**config.mk**
```make
export PLATFORM = sky130hd
export DESIGN_NAME = multicycle_ctrl
export DESIGN_NICKNAME = d
export VERILOG_FILES = /design/src/rtl/mips_pkg.sv /design/src/rtl/mem_wait_watchdog.sv /design/src/rtl/multicycle_ctrl.sv
export SDC_FILE = /design/constraint.sdc
export NUM_CORES = 1
export LEC_CHECK = 0
export ABC_CLOCK_PERIOD_IN_PS = 1700
export CAP_MARGIN = 20
export CORE_MARGIN = 2
export CORE_UTILIZATION = 42
export CTS_CLUSTER_DIAMETER = 120
export DETAILED_ROUTE_END_ITERATION = 10
export PLACE_DENSITY = 0.83
export SKIP_CTS_REPAIR_TIMING = 1
export SLEW_MARGIN = 25
export SYNTH_ARGS = -nofsm -noshare
export SYNTH_HDL_FRONTEND = slang
export SYNTH_SLANG_ARGS = --single-unit
```
**constraint.sdc**
```tcl
create_clock -name clk -period 1.7 [get_ports clk]
set_input_delay 0.17 -clock clk [delete_from_list [all_inputs] [get_ports clk]]
set_output_delay 0.17 -clock clk [all_outputs]
set_load 0.02 [all_outputs]
```
**src/rtl/mips_pkg.sv**
```systemverilog
// Shared encodings for the multi-cycle MIPS control path: FSM states,
// opcodes, and datapath mux/ALU select codes.
package mips_pkg;

  typedef enum logic [3:0] {
    S_IDLE     = 4'd0,
    S_FETCH    = 4'd1,
    S_DECODE   = 4'd2,
    S_MEM_ADDR = 4'd3,
    S_MEM_RD   = 4'd4,
    S_MEM_WB   = 4'd5,
    S_MEM_WR   = 4'd6,
    S_EXEC     = 4'd7,
    S_R_WB     = 4'd8,
    S_BRANCH   = 4'd9,
    S_JUMP     = 4'd10,
    S_TRAP     = 4'd11
  } state_e;

  localparam logic [5:0] OP_RTYPE = 6'b000000;
  localparam logic [5:0] OP_LW    = 6'b100011;
  localparam logic [5:0] OP_SW    = 6'b101011;
  localparam logic [5:0] OP_BEQ   = 6'b000100;
  localparam logic [5:0] OP_J     = 6'b000010;

  localparam logic [1:0] ALU_OP_ADD   = 2'b00;
  localparam logic [1:0] ALU_OP_SUB   = 2'b01;
  localparam logic [1:0] ALU_OP_FUNCT = 2'b10;

  localparam logic [1:0] ALUSRCB_B      = 2'b00;
  localparam logic [1:0] ALUSRCB_FOUR   = 2'b01;
  localparam logic [1:0] ALUSRCB_IMM    = 2'b10;
  localparam logic [1:0] ALUSRCB_IMM_SH = 2'b11;

  localparam logic [1:0] PCSRC_ALU    = 2'b00;
  localparam logic [1:0] PCSRC_ALUOUT = 2'b01;
  localparam logic [1:0] PCSRC_JUMP   = 2'b10;

endpackage

```
**src/rtl/mem_wait_watchdog.sv**
```systemverilog
// Counts consecutive stalled cycles of one memory access and flags
// expiry when the budget is used up and memory is still not ready.
module mem_wait_watchdog #(
  parameter int WAIT_MAX = 15,
  parameter int WAIT_W   = 8
) (
  input  logic clk,
  input  logic rst,
  input  logic waiting,
  input  logic clear,
  output logic expired
);

  logic [WAIT_W-1:0] cnt_q, cnt_d;

  // Clear has priority so an access that ends (or a trap) restarts at 0.
  always_comb begin
    cnt_d = cnt_q;
    if (clear)        cnt_d = '0;
    else if (waiting) cnt_d = cnt_q + 1'b1;
  end

  // Wait counter register.
  always_ff @(posedge clk or posedge rst) begin
    if (rst) cnt_q <= '0;
    else     cnt_q <= cnt_d;
  end

  assign expired = waiting && (cnt_q == WAIT_W'(WAIT_MAX));

endmodule

```
**src/rtl/multicycle_ctrl.sv**
```systemverilog
// Multi-cycle MIPS sequencer: FETCH/DECODE then per-opcode execute,
// memory and writeback states, with memory-stall watchdog and sticky
// illegal-opcode trap. Optional perf counters: MULTICYCLE_CTRL_PERF_CNT_EN.
module multicycle_ctrl
  import mips_pkg::*;
#(
  parameter int WAIT_MAX = 15,
  parameter int WAIT_W   = 8
) (
  input  logic       clk,
  input  logic       rst,
  input  logic [5:0] opcode,
  input  logic       mem_ready,
  output logic       pc_write,
  output logic       pc_write_cond,
  output logic       i_or_d,
  output logic       mem_read,
  output logic       mem_write,
  output logic       ir_write,
  output logic       reg_dst,
  output logic       memto_reg,
  output logic       reg_write,
  output logic       alu_src_a,
  output logic [1:0] alu_src_b,
  output logic [1:0] alu_op,
  output logic [1:0] pc_source,
  output logic       instr_done,
  output logic       illegal_op,
  output logic       mem_timeout,
  output logic [3:0] state
`ifdef MULTICYCLE_CTRL_PERF_CNT_EN
  ,
  output logic [31:0] cycle_count,
  output logic [31:0] instr_count
`endif
);

  state_e state_q, state_d;
  logic   ill_q, ill_d, to_q, to_d;
  logic   mem_state, wd_expired;

  assign mem_state = (state_q == S_FETCH) || (state_q == S_MEM_RD) ||
                     (state_q == S_MEM_WR);

  mem_wait_watchdog #(.WAIT_MAX(WAIT_MAX), .WAIT_W(WAIT_W)) u_wd (
    .clk     (clk),
    .rst     (rst),
    .waiting (mem_state && !mem_ready),
    .clear   (mem_ready || (state_d != state_q)),
    .expired (wd_expired)
  );

  // State and sticky trap flags.
  always_ff @(posedge clk or posedge rst) begin
    if (rst) begin
      state_q <= S_IDLE;
      ill_q   <= 1'b0;
      to_q    <= 1'b0;
    end else begin
      state_q <= state_d;
      ill_q   <= ill_d;
      to_q    <= to_d;
    end
  end

  // Next-state; a completing access beats the watchdog in the same cycle.
  always_comb begin
    state_d = state_q;
    ill_d   = ill_q;
    to_d    = to_q;
    case (state_q)
      S_IDLE:   state_d = S_FETCH;
      S_FETCH: begin
        if (mem_ready)       state_d = S_DECODE;
        else if (wd_expired) begin state_d = S_TRAP; to_d = 1'b1; end
      end
      S_DECODE: begin
        case (opcode)
          OP_RTYPE:     state_d = S_EXEC;
          OP_LW, OP_SW: state_d = S_MEM_ADDR;
          OP_BEQ:       state_d = S_BRANCH;
          OP_J:         state_d = S_JUMP;
          default:      begin state_d = S_TRAP; ill_d = 1'b1; end
        endcase
      end
      S_MEM_ADDR: state_d = (opcode == OP_SW) ? S_MEM_WR : S_MEM_RD;
      S_MEM_RD: begin
        if (mem_ready)       state_d = S_MEM_WB;
        else if (wd_expired) begin state_d = S_TRAP; to_d = 1'b1; end
      end
      S_MEM_WR: begin
        if (mem_ready)       state_d = S_FETCH;
        else if (wd_expired) begin state_d = S_TRAP; to_d = 1'b1; end
      end
      S_EXEC:   state_d = S_R_WB;
      S_MEM_WB, S_R_WB, S_BRANCH, S_JUMP: state_d = S_FETCH;
      S_TRAP:   state_d = S_TRAP;
      default:  state_d = S_IDLE;
    endcase
  end

  // Moore output decode; only the FETCH/MEM_WR handshakes look at mem_ready.
  always_comb begin
    pc_write      = 1'b0;
    pc_write_cond = 1'b0;
    i_or_d        = 1'b0;
    mem_read      = 1'b0;
    mem_write     = 1'b0;
    ir_write      = 1'b0;
    reg_dst       = 1'b0;
    memto_reg     = 1'b0;
    reg_write     = 1'b0;
    alu_src_a     = 1'b0;
    alu_src_b     = ALUSRCB_B;
    alu_op        = ALU_OP_ADD;
    pc_source     = PCSRC_ALU;
    instr_done    = 1'b0;
    case (state_q)
      S_FETCH: begin
        mem_read  = 1'b1;
        alu_src_b = ALUSRCB_FOUR;
        ir_write  = mem_ready;
        pc_write  = mem_ready;
      end
      S_DECODE:   alu_src_b = ALUSRCB_IMM_SH;
      S_MEM_ADDR: begin alu_src_a = 1'b1; alu_src_b = ALUSRCB_IMM; end
      S_MEM_RD:   begin mem_read = 1'b1; i_or_d = 1'b1; end
      S_MEM_WB:   begin reg_write = 1'b1; memto_reg = 1'b1; instr_done = 1'b1; end
      S_MEM_WR:   begin mem_write = 1'b1; i_or_d = 1'b1; instr_done = mem_ready; end
      S_EXEC:     begin alu_src_a = 1'b1; alu_op = ALU_OP_FUNCT; end
      S_R_WB:     begin reg_write = 1'b1; reg_dst = 1'b1; instr_done = 1'b1; end
      S_BRANCH: begin
        alu_src_a     = 1'b1;
        alu_op        = ALU_OP_SUB;
        pc_write_cond = 1'b1;
        pc_source     = PCSRC_ALUOUT;
        instr_done    = 1'b1;
      end
      S_JUMP:     begin pc_write = 1'b1; pc_source = PCSRC_JUMP; instr_done = 1'b1; end
      default: ;
    endcase
  end

  assign illegal_op  = ill_q;
  assign mem_timeout = to_q;
  assign state       = state_q;

`ifdef MULTICYCLE_CTRL_PERF_CNT_EN
  logic [31:0] cyc_q, ins_q;

  // Free-running activity counters; wrap silently.
  always_ff @(posedge clk or posedge rst) begin
    if (rst) begin
      cyc_q <= '0;
      ins_q <= '0;
    end else begin
      if (state_q != S_IDLE && state_q != S_TRAP) cyc_q <= cyc_q + 32'd1;
      if (instr_done)                             ins_q <= ins_q + 32'd1;
    end
  end

  assign cycle_count = cyc_q;
  assign instr_count = ins_q;
`else
  // No performance counters in this build.
`endif

endmodule

```
==> results of run 1 <==
-- worst max-delay path, stage by stage, from the launching register on --
cell,delay (ps)
dfrtp_2,440
buf_6,140
buf_6,120
or3_1,320
o221ai_2,90
o311ai_2,150
buf_4,200
nor3_1,220
-- Yosys cell counts (4+ instances only) --
cell / count / share of area, %
dfrtp_1: 14 / 32
nand2_1: 8 / 2.7
nand2b_1: 6 / 3.4
nor2_1: 10 / 3.4
nor3_1: 11 / 5.0
o21ai_0: 6 / 2.7
xor2_1: 4 / 3.2
-- state kept, by name, indices dropped and copies added, names as in the netlist --
name and flops:
illegal_op 1, u_wd.cnt_q 8, state 4, mem_timeout 1
-- worst max path at each step --
stage                               end  cells past startpoint       from  slack (ps)
after detailed placement  u_wd.cnt_q[3]                      5  opcode[3]        -480
after floorplan               reg_write                      4   state[2]         -30
after CTS                  alu_src_b[0]                      4   state[2]        -380
final                     u_wd.cnt_q[2]                      7   state[3]         -70
after global routing      u_wd.cnt_q[5]                      6   state[2]        -100
after global placement         state[3]                      5  opcode[2]        -360
-- metrics by stage --
stage / hold slack [ps] / setup slack [ps] / setup TNS (ps) / util (%) / power, uW
final: 241 / -69.7 / -299 / 79.2 / 2860
after global routing: 302 / -102 / -976 / 79.2 / 2990
after CTS: 244 / -380 / -6460 / 70.5 / 2480
after detailed placement: 467 / -484 / -4380 / 69.0 / 2230
after global placement: 454 / -363 / -3300 / 69.0 / 2190
after floorplan: 59.1 / -31.4 / -34.9 / - / 1390
-- logic make-up (layout without fill, tap and decap cells) --
logic type	Yosys count	count (layout)	synth area share [%]
DFF	14	14	31.7
muxes	1	1	0.906
and+or+nand+nor	66	66	33.9
adders and majority gates	1	1	1.13
buffers and inverters	12	89	5.89
AOI/OAI and AO/OA	31	32	21.7
xor gates and xnor gates	6	6	4.76
-- routing by layer --
| metal | up-vias | GRT usage [%] | part of all wire, % |
|---|---|---|---|
| met2 | 86 | 41.0 | 50 |
| met1 | 694 | 31.0 | 37 |
| met4 | 0 | 7.67 | 5.5 |
| met5 | - | 0 | 0 |
| met3 | 24 | 0.468 | 7.8 |
| li1 | 651 | - | - |
-- final cells by class --
cell class                      instances  area share [%]
Tap cell                               30            1.91
Sequential cell                        14            18.0
Timing Repair Buffer                   82            34.8
Multi-Input combinational cell        106            42.8
Inverter                                3           0.574
Clock buffer                            4            1.85
-- power groups by stage --
stage / Combinational, uW / Sequential (uW) / Clock [uW]
4_1_cts: 1730 / 508 / 235
6_report: 2150 / 473 / 238
3_3_place_gp: 1680 / 506 / 0
3_5_place_dp: 1720 / 514 / 0
2_1_floorplan: 883 / 503 / 0
5_1_grt: 2250 / 480 / 257
==> results by stage, run 1 <==
Pwr:
- The share of power burned in the clock network is roughly 8.3%.
- The switching power is roughly 1300 uW.
- For this design the ratio of total power to cell area is 1460 nW/um2.
- The worst-case IR drop observed on VDD is 0.00125 V.
- Sequential cells account for around 17% of the total power.
- The leakage power figure is between 0.001 and 0.0015 uW.
- The cell internal power dissipation is 1530 uW.
- The net switching share of the total power is a little under half.
- The proportion of power drawn by combinational gates is 75.1%.

Worst setup path:
- The startpoint identified for the worst register-to-register timing path is state[3].
- Measured in cells, the most critical reg-to-reg path has a length of 7.
- STA puts the critical path data required time at ~1900 ps.
- Across all register-to-register paths, the minimum setup slack is -70 ps.
- The worst setup path is launched from a flop.
- The endpoint identified for the worst register-to-register timing path is u_wd.cnt_q[2].
- Data arrives at the worst endpoint at 1950 ps.
- The type of the worst setup path is reg -> reg.
- The highest net fanout along the worst path is 8.
- The worst setup path is captured at a flop.

Finish:
- Once layout is complete, the cells apart from fillers number 239.
- The commonest non-fill, non-tap cell in the layout is buf_4.
- The number of filler cells placed in the layout is 150.
- At the end of the flow, the number of nets in the layout was 220.
- The storage element area is 354 um2.
- Compared with the post-synthesis result, the final layout area differs by 77.7%.
- The ratio of cells with drive above 1 in the final layout is 45.5%.
- The top cell types in the final layout, fill and taps aside, are 47 x buf_4, 12 x dlymetal6s2s_1, 11 x dfrtp_1, 10 x clkbuf_2.
- Once layout is done, the placed cells without fillers occupy 1960 um2.
- In the final layout, the multi-input gates occupy 841 um2.
- 0 antenna diodes ended up in the layout.

Placement:
- Summing all placed instances gives a cell area of approximately 1700 um2.
- The detailed placement HPWL is 2770 um.
- In this run, placement finished with an instance count of 221.
- The count of buffers added on input and output ports is 31.
- The congestion estimate from routability-driven global placement came to 0.879.

Clock network:
- Counting along the longest clock path gives a buffer depth of 2.
- TritonCTS built the clock tree.
- Clock tree synthesis inserted a total of 3 buffers.
- The post-CTS clock slew at the launch and capture registers of the worst setup and hold paths is 90 ps.
- The tree is rooted in a clkbuf_4.
- CTS built an H-tree with a depth of 1.
- Counting every sink on the clock net gives 14.
- At the later pin of the worst-skew pair, clock insertion delay measures 280 ps.

Drt:
- The first-iteration detailed-routing DRC count is 59.
- The post-detailed-route via-to-cell ratio is 6.09.
- The routed wirelength normalized by instance count is 20.0 um.
- The total vias in the final route is 1,455.
- The number of detailed-routing iterations run before antenna repair is 4.
- The DRC violations left is 0.
- Once detail routing completed, the nets flagged for antenna violations numbered 0.
- The wire length reported by the detailed router is 4780 um.

Floorplanning:
- The die is approximately 55 um tall.
- The die covers around 3100 um2.
- The region available for standard cell placement spans 2480 um2.
- The initial cell density of the core is between 40% and 50%.
- The number of placement rows is 18.
- For this design the top-level I/O count stands at 32.
- The die span in x is 55.3 um.

Synthesis:
- The instance count of the mapped netlist is 131.
- Synthesis inferred 14 register bits.
- The post-synthesis net count is 141.
- Counting flops with a built-in enable in the synthesized netlist gives 0.
- The main flop type after synthesis is dfrtp_1.
- The sequential element share of the synthesized area is 31.7%.
- Summing every instance area after synthesis gives 1100 um2.
- The total number of yosys warnings is 0.
- Averaged over all synthesized cells, the footprint is 8.43 um2.
- The share of async-settable or async-resettable flops after synthesis is 100%.
- In this run, distinct cell masters in the synthesized netlist total 53.

Global route:
- The first global-routing pass estimated 5840 um of wire.
- The overall track demand over capacity in global routing is 23.3%.
- The final global-route overflow total is 0.
- Entering global routing, the biggest net connects 15 pins.
- The via count of the first global-routing pass is 1,270.
- The number of antenna violations at the first check in global routing came to 0.

STA:
- Static timing analysis puts the maximum clock frequency at 0.565 GHz.
- The max-slew violation count was 0.
- The minimum clock period is 1770 ps.
- The post-route worst setup slack is -69.7 ps.
- The final clock skew is between 4 and 5 ps.
- Dividing the final minimum period by the clock period gives 104%.
- The worst max-slew margin expressed relative to the limit is 64.8%.
- Setup violations remaining at the end of the flow were counted as 8.
- At the pin with the least slew margin, the transition time is 527 ps.
- Setup repair after global routing could not meet its margin everywhere.
- The number of failing hold endpoints at the final stage is 0.

Run:
- Across the run, the number of max-cap violations was 0.

Hold path:
- The path category of the worst min-delay check is in -> async.

Status:
- The run finished, with violations left.
- The checks that failed: negative setup slack.
Note: power is estimated with default switching activity, not from simulation.
==> run 2, diff against run 1 <==
Settings changed: CORE_ASPECT_RATIO set to 0.9.
==> run 2 against run 1 <==
The flow still finishes with violations (negative setup slack). Sequential share of layout area is 0.48 points lower. Routed wire length is 2.9% higher. Core utilization increased by 2.5 points. Worst setup slack worse by 150 ps. Sequential power grew 2%. First-iteration DRC count is 97% higher. Die area is essentially flat. Largest power group unchanged. Highest routed layer unchanged.
==> results by stage, run 2 (synthesis gave the netlist of run 1 again) <==
Clock network:
- The clock sink count is 14.
- The post-CTS clock slew at the launch and capture registers of the worst setup and hold paths is 90 ps.
- The cell at the root of the clock tree is clkbuf_4.
- The maximum clock path buffer count is 2.
- The clock latency on the worst-skew pair is 280 ps.
- TritonCTS built the clock tree.
- In this run, CTS created clock tree buffers numbering 3.
- The depth of the CTS H-tree is 1.

Worst setup path:
- Of all nets on the critical path, the largest fanout is 5.
- The largest stage delay on the critical path is 460 ps.
- The nature of the critical path startpoint is a flop.
- The kind of cell with the highest combined delay along the critical path is simple AND/OR/NAND/NOR gates.
- The critical path is of the reg -> reg type.
- The required time of the critical path is 1890 ps.
- Walking the worst path, the cells encountered are buf_4, or3b_4, a2111oi_4, xnor2_1, nor3_1.
- For this design, the slowest cell found on the critical path is dfrtp_2.
- The critical path arrival is 2110 ps.
- Together, buffers and inverters on the worst path number 1.
- The type of destination of the critical path is a flop.

Finish:
- The synthesis-to-finish area growth is 82.6%.
- Summing all flip-flop and latch instances after layout gives 354 um2.
- The post-route netlist has 46.2% of its cells at a drive strength greater than 1.
- The library cells used most frequently in the layout, excluding fill and tap cells, are 52 x buf_4, 14 x dlymetal6s2s_1, 11 x dfrtp_1, 9 x clkdlybuf4s50_1, 8 x nor2_1.
- The commonest non-fill, non-tap cell in the layout is buf_4.
- 0 antenna diodes ended up in the layout.
- u_wd.cnt_q holds more flip-flops than any other register.
- The flip-flop count of the largest register after layout is 8.
- The total area of multi-input combinational cells is 860 um2.
- The net count of the finished layout is approximately 220.
- The filler cells instantiated in the layout total 131.

Placement:
- Once detailed placement completed, the half-perimeter wirelength came to 2740 um.
- Before CTS, the worst setup slack after placement is -486 ps.
- The quantity of I/O buffers inserted on ports is 31.
- The final RePlAce weighted congestion is 0.849.

Drt:
- The final antenna-violating net count is 0.
- The routed layout has 1,533 vias.
- The post-detailed-route via-to-cell ratio is 6.44.
- The final layout contains routed wiring with a total length of 4910 um.
- The first-iteration detailed-routing DRC count is 116.
- The DRC violations left is 0.
- The routed wirelength normalized by instance count is 20.6 um.
- The number of detailed-routing iterations run before antenna repair is 4.

Global route:
- The via count of the first global-routing pass was 1,220.
- Entering global routing, the biggest net connects 18 pins.
- The final global-route overflow total is 0.
- The first global-routing pass estimated 5400 um of wire.
- The number of antenna violations at the first check in global routing is 0.
- The overall track demand over capacity in global routing is between 20% and 30%.

Floorplanning:
- The die span in x is between 50 and 60 um.
- The full die area is 3060 um2.
- The I/O pin count is 32.
- The core area is approximately 2500 um2.
- From bottom edge to top edge, the die measures roughly 53 um.
- Once the floorplan was initialized, standard cells occupied ~45% of the core.
- In this run the core area contains 17 standard-cell rows.

STA:
- The portion of the clock cycle consumed by the worst path in the final layout is 113%.
- Setup repair after global routing could not meet its margin everywhere.
- The post-route worst setup slack is -217 ps.
- At the pin with the least slew margin, the transition time is 505 ps.
- After layout, the minimum clock period comes to about 1900 ps.
- Setup violations remaining at the end of the flow were counted as 13.
- The number of failing hold endpoints at the final stage was 0.
- The final clock skew is 10.1 ps.
- The worst max-slew margin expressed relative to the limit is 66.3%.
- The sum of negative setup slack is -1040 ps.
- The max-slew violation count is 0.
- Static timing analysis puts the maximum clock frequency at 0.522 GHz.

Status:
- The final reports fail on negative setup slack.
- The run finished, with violations left.

Pwr:
- The leakage power figure is 0.00106 uW.
- The worst-case IR drop observed on VDD is 0.00129 V.
- Power spread over the standard cell area amounts to 1480 nW/um2.

Hold path:
- The min-delay analysis places its worst path in the category in -> async.

Run:
- The count of max-cap constraint violations is 0.
## run 2: metal layers
| metal | up-vias | track usage [%] | part of all wire [%] |
|---|---|---|---|
| met5 | - | 0 | 0 |
| met2 | 123 | 38.6 | 49 |
| li1 | 651 | - | - |
| met3 | 30 | 3.70 | 9.3 |
| met1 | 729 | 29.6 | 38 |
| met4 | 0 | 10.5 | 4.0 |
## run 2: layout make-up
class | count | area share, %
repair buffers | 83 | 35.7
well taps | 28 | 1.74
multi-input cells | 106 | 42.6
clock buffers | 4 | 1.80
flip-flops and latches | 14 | 17.6
inverters | 3 | 0.558
## run 2: report_power, final
group          total (uW)  leakage [uW]  switching, uW  internal [uW]
logic                2260      0.000861           1180           1080
registers             484      0.000182           90.1            394
clock network         235     0.0000210            104            130
total                2980       0.00106           1380           1600
## run 2: final timing paths
check                      cells past startpoint  slack (ps)  startpoint            end
max                                            5        -220    state[1]  u_wd.cnt_q[6]
min                                            2         240         rst     illegal_op
max reg2reg                                    5        -220    state[1]  u_wd.cnt_q[6]
min reg2reg                                    1         480  illegal_op     illegal_op
max in group asynchronous                      2        1100         rst       state[3]
min in group clk                               5         410   opcode[5]     illegal_op
## run 2: worst register-to-register path, stage by stage, from the launching register on
cell and delay [ps]:
dfrtp_2 460, buf_4 170, or3b_4 420, a2111oi_4 400, xnor2_1 150, nor3_1 240
## run 2: per-stage QoR
step                hold WS [ps]  power (uW)  util [%]  area [um2]  cells
floorplan                   59.1        1390         -        1130    131
global route                 314        3110      81.7        2020    238
detailed placement           458        2240      68.3        1680    216
finish                       237        2980      81.7        2020    238
CTS                          241        2480      69.7        1720    220
global placement             453        2180      68.3        1680    216
